## config.mk

```make
export PLATFORM = sky130hd
export DESIGN_NAME = m_madd_sched
export DESIGN_NICKNAME = d
export VERILOG_FILES = /design/src/rtl/m_madd_pkg.sv /design/src/rtl/m_rr_arb2.sv /design/src/rtl/m_madd_sched.sv
export SDC_FILE = /design/constraint.sdc
export NUM_CORES = 1
export LEC_CHECK = 0
export ABC_CLOCK_PERIOD_IN_PS = 4900
export BUFFER_PORTS_ARGS = -buffer_cell sky130_fd_sc_hd__clkbuf_2
export CORE_MARGIN = 2
export CORE_UTILIZATION = 40
export DETAILED_ROUTE_END_ITERATION = 8
export MAX_ROUTING_LAYER = met4
export PLACE_DENSITY = 0.73
export SYNTH_ARGS = -nofsm -noshare
export SYNTH_HDL_FRONTEND = slang
export SYNTH_HIERARCHICAL = 1
export SYNTH_SLANG_ARGS = --single-unit
```

## constraint.sdc

```tcl
create_clock -name w_clk -period 4.9 [get_ports w_clk]
set_input_delay 0.49 -clock w_clk [delete_from_list [all_inputs] [get_ports w_clk]]
set_output_delay 0.49 -clock w_clk [all_outputs]
set_load 0.05 [all_outputs]
```

## src/rtl/m_madd_pkg.sv

```systemverilog
// Shared encodings and defaults for the multiply-add scheduler and its arbiter.
package m_madd_pkg;

  typedef enum logic [1:0] {
    ST_RUN   = 2'd0,
    ST_DRAIN = 2'd1,
    ST_IDLE  = 2'd2
  } state_e;

  typedef enum logic {
    OWN_A = 1'b0,
    OWN_B = 1'b1
  } owner_e;

  typedef struct packed {
    logic   vld;
    owner_e own;
  } tag_t;

  localparam int unsigned LAT_DEF = 3;

endpackage

```

## src/rtl/m_rr_arb2.sv

```systemverilog
// Two-way round-robin arbiter; the last-grant flag moves only when a grant is issued.
module m_rr_arb2
  import m_madd_pkg::*;
(
  input  logic   clk_i,
  input  logic   rst_i,
  input  logic   vld_a_i,
  input  logic   vld_b_i,
  input  logic   en_i,
  output logic   gnt_a_o,
  output logic   gnt_b_o,
  output owner_e last_o
);

  owner_e last_q, last_d;

  // On a tie the requester that did not win last time takes the grant.
  always_comb begin
    gnt_a_o = en_i & vld_a_i & (~vld_b_i | (last_q == OWN_B));
    gnt_b_o = en_i & vld_b_i & (~vld_a_i | (last_q == OWN_A));
    last_d  = last_q;
    if (gnt_a_o)      last_d = OWN_A;
    else if (gnt_b_o) last_d = OWN_B;
  end

  always_ff @(posedge clk_i or posedge rst_i) begin
    if (rst_i) last_q <= OWN_B;
    else       last_q <= last_d;
  end

  assign last_o = last_d;

endmodule

```

## src/rtl/m_madd_sched.sv

```systemverilog
// Round-robin issue scheduler for the shared multiply-add pipeline with owner-tag result return.
// Optional handshake counters w_cnt_a/w_cnt_b when MADD_SCHED_STATS_EN is defined.
module m_madd_sched
  import m_madd_pkg::*;
#(
  parameter int unsigned LAT = LAT_DEF
) (
  input  logic        w_clk,
  input  logic        w_rst,
  input  logic        w_vld_a,
  input  logic        w_vld_b,
  output logic        w_rdy_a,
  output logic        w_rdy_b,
  input  logic [15:0] w_in1_a,
  input  logic [15:0] w_in1_b,
  input  logic [31:0] w_in2_a,
  input  logic [31:0] w_in2_b,
  output logic [31:0] w_y_a,
  output logic [31:0] w_y_b,
  output logic        w_yv_a,
  output logic        w_yv_b,
  output logic [15:0] w_m_in1,
  output logic [31:0] w_m_in2,
  input  logic [31:0] w_m_y,
  input  logic        w_drain,
  output logic        w_idle
`ifdef MADD_SCHED_STATS_EN
  ,
  output logic [31:0] w_cnt_a,
  output logic [31:0] w_cnt_b
`endif
);

  state_e      state_q, state_d;
  tag_t        tag_q [LAT+1];
  tag_t        tag_d;
  tag_t        tag_exit;
  owner_e      own_nxt;
  logic        gnt_a, gnt_b, hs, busy;
  logic [15:0] m_in1_q, m_in1_d;
  logic [31:0] m_in2_q, m_in2_d;
  logic [31:0] y_a_q, y_b_q;
  logic        yv_a_q, yv_b_q;

  m_rr_arb2 u_arb (
    .clk_i   (w_clk),
    .rst_i   (w_rst),
    .vld_a_i (w_vld_a),
    .vld_b_i (w_vld_b),
    .en_i    ((state_q == ST_RUN) & ~w_drain),
    .gnt_a_o (gnt_a),
    .gnt_b_o (gnt_b),
    .last_o  (own_nxt)
  );

  assign w_rdy_a  = gnt_a;
  assign w_rdy_b  = gnt_b;
  assign hs       = gnt_a | gnt_b;
  assign tag_exit = tag_q[LAT];

  always_comb begin
    busy = 1'b0;
    for (int unsigned i = 0; i <= LAT; i++) busy = busy | tag_q[i].vld;
  end

  always_comb begin
    state_d = state_q;
    unique case (state_q)
      ST_RUN:   if (w_drain) state_d = ST_DRAIN;
      ST_DRAIN: if (!w_drain) state_d = ST_RUN;
                else if (!busy) state_d = ST_IDLE;
      ST_IDLE:  if (!w_drain) state_d = ST_RUN;
      default:  state_d = ST_RUN;
    endcase
  end

  // Idle cycles still push a bubble tag and zero operands so the pipeline sees clean input.
  always_comb begin
    tag_d.vld = hs;
    tag_d.own = own_nxt;
    m_in1_d   = 16'd0;
    m_in2_d   = 32'd0;
    if (gnt_a) begin
      m_in1_d = w_in1_a;
      m_in2_d = w_in2_a;
    end else if (gnt_b) begin
      m_in1_d = w_in1_b;
      m_in2_d = w_in2_b;
    end
  end

  always_ff @(posedge w_clk or posedge w_rst) begin
    if (w_rst) begin
      state_q <= ST_RUN;
      m_in1_q <= 16'd0;
      m_in2_q <= 32'd0;
      y_a_q   <= 32'd0;
      y_b_q   <= 32'd0;
      yv_a_q  <= 1'b0;
      yv_b_q  <= 1'b0;
      for (int unsigned i = 0; i <= LAT; i++) tag_q[i] <= '0;
    end else begin
      state_q  <= state_d;
      m_in1_q  <= m_in1_d;
      m_in2_q  <= m_in2_d;
      tag_q[0] <= tag_d;
      for (int unsigned i = 1; i <= LAT; i++) tag_q[i] <= tag_q[i-1];
      yv_a_q   <= tag_exit.vld & (tag_exit.own == OWN_A);
      yv_b_q   <= tag_exit.vld & (tag_exit.own == OWN_B);
      if (tag_exit.vld && tag_exit.own == OWN_A) y_a_q <= w_m_y;
      if (tag_exit.vld && tag_exit.own == OWN_B) y_b_q <= w_m_y;
    end
  end

  assign w_m_in1 = m_in1_q;
  assign w_m_in2 = m_in2_q;
  assign w_y_a   = y_a_q;
  assign w_y_b   = y_b_q;
  assign w_yv_a  = yv_a_q;
  assign w_yv_b  = yv_b_q;
  assign w_idle  = (state_q == ST_IDLE);

`ifdef MADD_SCHED_STATS_EN
  logic [31:0] cnt_a_q, cnt_b_q;

  always_ff @(posedge w_clk or posedge w_rst) begin
    if (w_rst) begin
      cnt_a_q <= 32'd0;
      cnt_b_q <= 32'd0;
    end else begin
      cnt_a_q <= cnt_a_q + 32'(gnt_a);
      cnt_b_q <= cnt_b_q + 32'(gnt_b);
    end
  end

  assign w_cnt_a = cnt_a_q;
  assign w_cnt_b = cnt_b_q;
`endif

endmodule

```

==> key figures, run 1 <==
Clocking
  • CTS sink cnt: approximately 130
  • # hold bufs at CTS: 0
  • Clk buf depth: 2
  • Clk Tree Root Cell: clkbuf_16
  • Clock-pin slew on the worst setup and hold paths: around 50 ps
  • CTS Buf Count: 17
  • H-tree Lvls: 4
  • Resized Gates After CTS: 0
  • TritonCTS clock tree: yes
  • Clock Latency Late Sink: 410 ps
  • Setup bufs post-CTS: 0

Route
  • WL/cell: approximately 16 microns
  • Final wirelength: between 10 and 15 mm
  • Initial DRC Count: 181
  • Via density: 4.90
  • # DRC: 0
  • Final ANT Viol Nets: 0
  • DR pass1 iterations: 4
  • Total number of vias: around 3,400

Floorplanning
  • # rows: 39
  • Die area: around 13,000 sq um
  • I/O pin count: 250
  • Die Wd: ~110 microns
  • DIE HEIGHT: about 110 microns
  • Initial Util: 41.1%
  • Core area: between 10,000 and 15,000 sq um

Power and ir drop
  • Switch share: between 40 and 50%
  • PnR Total Power: around 5.0 mW
  • Pleak: approximately 3.5 nW
  • Switching pwr: around 2.2 mW
  • Pint: roughly 2.8 mW
  • Pwr/cell area: around 760 nW/um^2
  • Peak supply drop: roughly 0.68 mV
  • Sequential share of power: 31.8%
  • Clock power frac: 24.5%
  • Combinational power share: ~44%

Job
  • Max-cap viol count: 0

Place
  • Port bufs: roughly 250
  • GP Congestion: roughly 0.74
  • Placed inst area: approximately 6000 sq um
  • Hpwl dp: ~8.1 mm

GRT
  • Largest net degree at the start of global routing: a little over 80
  • Antenna violations before repair: 0
  • GRT Resource Usage Total: a little under a fifth
  • Congestion Overflow GR: 0
  • Vias in the first global route: 3,472
  • First-pass GRT wire length: between 15 and 20 mm

STA
  • Worst clock skew: around 7.6 ps
  • Fin. Hold Viols: 0
  • Final Max Slew Viols: 0
  • Fmax achieved: ~370 MHz
  • Slew HR: between 30% and 40%
  • Setup TNS: 0 ps
  • Hold Slack: 110 ps
  • Actual slew at the worst max-slew pin: between 900 and 1000 ps
  • Final setup viols: 0
  • RSZ-0062 raised after global routing: false
  • Period utilization: around 55%
  • Final min period: about 2700 ps

Critical path
  • Crit-path max FO: between 50 and 60
  • Max stage delay on crit path: between 400 and 500 ps
  • Crit. End Element: output port
  • Family with the most delay on the worst path: buffers and inverters
  • Crit path DAT: around 2200 ps
  • WP buf/inv: 2
  • Worst EP required: 4410 ps
  • Crit Path Class: flop to output port
  • CP max-delay cell: buf_4
  • CP Launch Type: flop
  • Worst-path cell chain: nor3_1, nand2_1, a21oi_4, buf_4, clkbuf_2

Synth
  • Fraction of registers with async set or reset after synthesis: between 90% and 100%
  • Mapped Cells: 281
  • Syn Nets: a little over 400
  • Mean post-synth cell area: around 17 sq um
  • Cell taking the most area after synthesis: dfrtp_1
  • Distinct cells, synth: 25
  • Largest cells by area after synthesis: dfrtp_1 (66%), mux2_4 (9.3%), a22o_1 (8.6%), mux2_2 (8.4%), buf_6 (1.9%)
  • Post-synth EDFFs: 0
  • Sequential area share after synthesis: around two thirds
  • Post-synth top area share: about two thirds
  • Top cells by count, synth: dfrtp_1 (124), a22o_1 (46), mux2_2 (35)
  • Most frequent cell after synthesis: dfrtp_1
  • Synthesized area: approximately 4700 sq um
  • Synth warn: 6
  • Prevailing post-synth register cell: dfrtp_1
  • #FFs+latches synth: approximately 130

Cells and area
  • Layout cells sized above 1: 63.8%
  • Fin nets: ~670
  • Final Cell Area: ~6600 sq um
  • N_diodes: 0
  • Layout area overhead: 39.7%
  • Fill cell count: between 900 and 1,000

Outcome
  • Status: finished, final reports clean

Worst hold path
  • Worst hold path type: input pin to asynchronous set/reset pin
-- per-stage QoR --
step | setup WS, ps | std cells | util [%]
CTS | 2160 | 690 | 57.5
finish | 2200 | 690 | 57.5
global placement | 2490 | 658 | 52.4
detailed placement | 2340 | 658 | 52.4
global route | 2040 | 690 | 57.5
floorplan | 1110 | 281 | -
-- cell usage in the layout (no fill, tap or decap), drive strengths merged --
cell type,n
clkbuf,274
o21ai,2
nor2,2
and3,1
a311oi,1
mux2,64
inv,5
dfstp,1
a21oi,3
or2,1
nor2b,3
a32o,1
nor3,1
clkinv,3
dfrtp,124
buf,3
nand2,7
a22o,46
nor4b,1
bufinv,3
clkinvlp,1
-- sequential cells by signal (all words and copies together), names as in the netlist --
name          flops
w_y_a            32
w_y_b            32
w_yv_a            1
tag_exit          2
w_yv_b            1
tag_q             6
u_arb/last_q      1
w_m_in2          32
w_m_in1          16
state_q           2
-- cells by family (layout without fill, tap and decap cells) --
kind of cell           Yosys count  in the layout  synth area share [%]
AOI/OAI and AO/OA               53             53                  9.59
and+or+nand+nor                 16             16                  1.89
DFF                            125            125                  66.6
buffers and inverters           23            289                  4.26
muxes                           64             64                  17.7
-- power groups by stage --
| stage | Sequential, mW | Clock, mW | Combinational, mW |
|---|---|---|---|
| after floorplan | 2.72 | 0 | 0.567 |
| after global placement | 1.58 | 0 | 2.17 |
| after detailed placement | 1.60 | 0 | 2.19 |
| after CTS | 1.58 | 1.25 | 2.20 |
| after global routing | 1.62 | 1.29 | 2.27 |
| final | 1.58 | 1.22 | 2.18 |
-- per-layer routing --
metal  track usage, %  vias to the layer above  share of wire (%)
met5                -                        -                  0
met4             8.78                        0                2.4
met3             5.72                       20                7.9
met2             28.2                      186                 48
met1             21.9                     1647                 42
li1                 -                     1526                  -
-- worst register-to-register path: cells and delay by family (launching register included) --
family	cells	cell delay, ps
compound gates	2	630
flops	1	410
simple gates	3	1310
-- path summary, 6_finish.rpt --
check / from / endpoint / slack [ps] / cells past startpoint
worst max-delay path: state_q[0] / w_rdy_a / 2200 / 5
worst min-delay path: w_rst / u_arb/last_q / 110 / 2
worst max register to register: state_q[0] / w_m_in2[21] / 2480 / 5
worst min register to register: tag_q[2] / tag_exit[0] / 340 / 0
max in group asynchronous: w_rst / w_y_b[27] / 3420 / 3
min in group w_clk: w_in1_a[12] / w_m_in1[12] / 290 / 3
-- cell type report --
| class | instances | area [sq um] | share of cell area [%] |
|---|---|---|---|
| multi-input cells | 133 | 1390 | 21.1 |
| inverters | 5 | 21.3 | 0.324 |
| clock inverters | 7 | 113 | 1.72 |
| clock buffers | 25 | 465 | 7.09 |
| well taps | 143 | 179 | 2.73 |
| repair buffers | 252 | 1270 | 19.3 |
| flip-flops and latches | 125 | 3130 | 47.7 |
(Power assumes the default switching activity.)
==> run 2: changes to the inputs <==
- ABC_AREA: unset -> 1
- ABC_CLOCK_PERIOD_IN_PS: 4900 -> 2600
- PLACE_DENSITY: 0.73 -> 0.72
- clock period: 4.9 -> 2.6 ns (I/O delays scaled with it)
==> key figures, run 2 <==
GRT
  • Antenna violations before repair: 0 (unchanged)
  • First-pass GRT wire length: 19.0 mm (was 17.2 mm)
  • Vias in the first global route: 3,974 (was 3,472)
  • Congestion Overflow GR: 0 (unchanged)
  • Largest net degree at the start of global routing: 58 (was 81)
  • GRT Resource Usage Total: 19.2% (was 18.3%)

Floorplanning
  • Die area: 13,300 sq um (was 12,600 sq um)
  • Initial Util: 41.2% (was 41.1%)
  • # rows: 40 (was 39)
  • DIE HEIGHT: 115 microns (was 112 microns)
  • Die Wd: 115 microns (was 112 microns)
  • Core area: 12,100 sq um (was 11,400 sq um)
  • I/O pin count: 250 (unchanged)

Critical path
  • Max stage delay on crit path: 410 ps (was 450 ps)
  • Crit-path max FO: 12 (was 53)
  • Crit path DAT: 1900 ps (was 2210 ps)
  • CP Launch Type: flop (unchanged)
  • Crit Path Class: flop to output port (unchanged)
  • Worst EP required: 2340 ps (was 4410 ps)
  • FF-to-FF setup slack: 690 ps (was 2480 ps)
  • Worst-path cell chain: nor3_1, nand2_1, inv_2, nand2_2, inv_1, clkbuf_2 (was nor3_1, nand2_1, a21oi_4, buf_4, clkbuf_2)
  • Crit. End Element: output port (unchanged)
  • CP max-delay cell: dfrtp_1 (was buf_4)

Synth
  • Fraction of registers with async set or reset after synthesis: 100% (unchanged)
  • Post-Synth Simple-Gate Area: 18.8% (was 1.89%)
  • Synth warn: 6 (unchanged)
  • Syn Nets: 627 (was 414)
  • #FFs+latches synth: 125 (unchanged)
  • Post-synth top area share: 62.4% (was 66.0%)
  • Synthesized area: 4970 sq um (was 4700 sq um)
  • Adder-cell share of the synthesized area: 0% (unchanged)
  • Sequential area share after synthesis: 62.9% (was 66.6%)
  • Post-synth EDFFs: 0 (unchanged)
  • Mapped Cells: 494 (was 281)
  • Prevailing post-synth register cell: dfrtp_1 (unchanged)
  • Most frequent cell after synthesis: nand2_1 (was dfrtp_1)
  • Largest family of logic cells by synthesized area: simple AND/OR/NAND/NOR gates (was multiplexers)
  • Synth Area in XOR/XNOR: 0% (unchanged)
  • Mean post-synth cell area: 10.1 sq um (was 16.7 sq um)
  • Distinct cells, synth: 18 (was 25)
  • Cell taking the most area after synthesis: dfrtp_1 (unchanged)
  • Post-synthesis mux area share: 0% (was 17.7%)
  • Synth Area in Compound Gates: 9.89% (was 9.59%)
  • Largest cells by area after synthesis: dfrtp_1 (62%), nand2_1 (13%), o21ai_2 (7.6%), nand3_1 (4.9%), buf_6 (3.9%) (was dfrtp_1 (66%), mux2_4 (9.3%), a22o_1 (8.6%), mux2_2 (8.4%), buf_6 (1.9%))
  • Top cells by count, synth: nand2_1 (172), dfrtp_1 (124), nand3_1 (49) (was dfrtp_1 (124), a22o_1 (46), mux2_2 (35))

Cells and area
  • Fill cell count: 1,029 (was 923)
  • Most frequent cells in the layout: clkbuf_2 (249), nand2_1 (170), dfrtp_1 (124) (was clkbuf_2 (249), dfrtp_1 (124), a22o_1 (46))
  • Sequential cell area: 3130 sq um (unchanged)
  • Fin nets: 873 (was 667)
  • Fin cells: 917 (was 690)
  • Fin util: 56.5% (was 57.5%)
  • Layout cells sized above 1: 44.3% (was 63.8%)
  • N_diodes: 0 (unchanged)
  • Layout area overhead: 37.1% (was 39.7%)
  • Final Cell Area: 6820 sq um (was 6560 sq um)
  • Most common cell after layout, fill and taps aside: clkbuf_2 (unchanged)
  • Area of the multi-input gates: 1440 sq um (was 1390 sq um)

STA
  • Final Max Slew Viols: 0 (unchanged)
  • Final setup viols: 0 (unchanged)
  • Hold Slack: 44.9 ps (was 110 ps)
  • RSZ-0062 raised after global routing: false (unchanged)
  • Slew HR: 48.0% (was 35.3%)
  • Period utilization: 83.1%
  • Worst clock skew: 13.3 ps (was 7.61 ps)
  • Actual slew at the worst max-slew pin: 778 ps (was 969 ps)
  • Setup TNS: 0 ps (unchanged)
  • Final min period: between 2000 and 2500 ps
  • Fin. Hold Viols: 0 (unchanged)
  • PnR worst setup slack: 440 ps (was 2200 ps)
  • Fmax achieved: around 460 MHz

Clocking
  • Clock-pin slew on the worst setup and hold paths: 50 ps (about the same)
  • Clk Tree Root Cell: clkbuf_16 (unchanged)
  • Clk buf depth: 2 (unchanged)
  • Clock Latency Late Sink: 410 ps (about the same)
  • TritonCTS clock tree: yes (unchanged)
  • CTS sink cnt: 125 (unchanged)
  • CTS Buf Count: 17 (unchanged)
  • H-tree Lvls: 4 (unchanged)
  • Resized Gates After CTS: 0 (unchanged)

Place
  • Port bufs: 249 (unchanged)
  • Place WS: 697 ps (was 2340 ps)
  • GP Congestion: 0.852 (was 0.744)
  • Hpwl dp: 8.85 mm (was 8.12 mm)
  • Placed inst area: 6280 sq um (was 5990 sq um)
  • Placed Instances: 888 (was 658)

Route
  • DR pass1 iterations: 4 (unchanged)
  • # DRC: 0 (unchanged)
  • Via density: 4.55 (was 4.90)
  • WL/cell: 13.1 microns (was 15.9 microns)
  • Final ANT Viol Nets: 0 (unchanged)
  • Final wirelength: 12.0 mm (was 11.0 mm)
  • Initial DRC Count: 174 (was 181)
  • Total number of vias: 4,176 (was 3,379)

Power and ir drop
  • Peak supply drop: 0.587 mV (was 0.679 mV)
  • Pwr/cell area: 1400 nW/um^2 (was 759 nW/um^2)
  • Pleak: 3.98 nW (was 3.50 nW)
  • PnR Total Power: 9.52 mW (was 4.98 mW)

Worst hold path
  • Worst hold path type: input pin to flop (was input pin to asynchronous set/reset pin)

Outcome
  • Status: finished, final reports clean (unchanged)

Job
  • Max-cap viol count: 0 (unchanged)
run 2: cell count changes after synthesis, sizes merged, moves of 2 or more:
cell,delta
nand2,+167
mux2,-64
a21oi,-2
o21ai,+63
nand3,+49
buf,+15
inv,+38
clkbuf,-3
nor2b,-3
nor2,+3
a22o,-46
run 2: area by class of cell:
type / instances / area share [%]
Sequential cell: 125 / 45.9
Multi-Input combinational cell: 296 / 21.1
Timing Repair Buffer: 257 / 19.8
Clock buffer: 26 / 7.18
Tap cell: 168 / 3.08
Inverter: 43 / 2.42
Clock inverter: 2 / 0.514
run 2: worst paths after layout:
kind                        startpoint      endpoint  depth (start not counted)
max                         state_q[0]       w_rdy_a                          6
min                        w_in2_a[28]   w_m_in2[28]                          3
max reg2reg                 state_q[0]    w_m_in1[3]                          8
min reg2reg                   tag_q[2]   tag_exit[0]                          0
max in group asynchronous        w_rst     w_y_a[10]                          4
min in group asynchronous        w_rst  u_arb/last_q                          3
run 2: what timing repair did:
action | CTS | global route
hold buffers | 1 | 0
hold endpoints to repair | 1 | 0
buffers inserted | 0 | 0
run 2: where the power goes:
| group | total, mW | internal (mW) | switching, mW |
|---|---|---|---|
| Combinational | 4.39 | 0.957 | 3.43 |
| Sequential | 3.02 | 2.67 | 0.356 |
| Clock | 2.11 | 1.36 | 0.747 |
run 2: routing by layer:
| metal | track usage (%) | vias up | part of all wire (%) |
|---|---|---|---|
| met3 | 6.54 | 27 | 8.6 |
| met5 | - | - | 0 |
| li1 | - | 2043 | - |
| met4 | 9.32 | 0 | 3.0 |
| met1 | 22.7 | 1925 | 39 |
| met2 | 29.4 | 181 | 49 |
run 2: critical path: cells and delay by family (launching register included):
kind | cells | cell delay (ps)
AND/OR/NAND/NOR | 3 | 410
flip-flops | 1 | 410
buffers and inverters | 3 | 680
run 2: logic make-up (layout without fill, tap and decap cells):
family | after synthesis | count (layout)
and+or+nand+nor | 230 | 230
AOI/OAI and AO/OA | 66 | 66
DFF | 125 | 125
buffers and inverters | 73 | 328
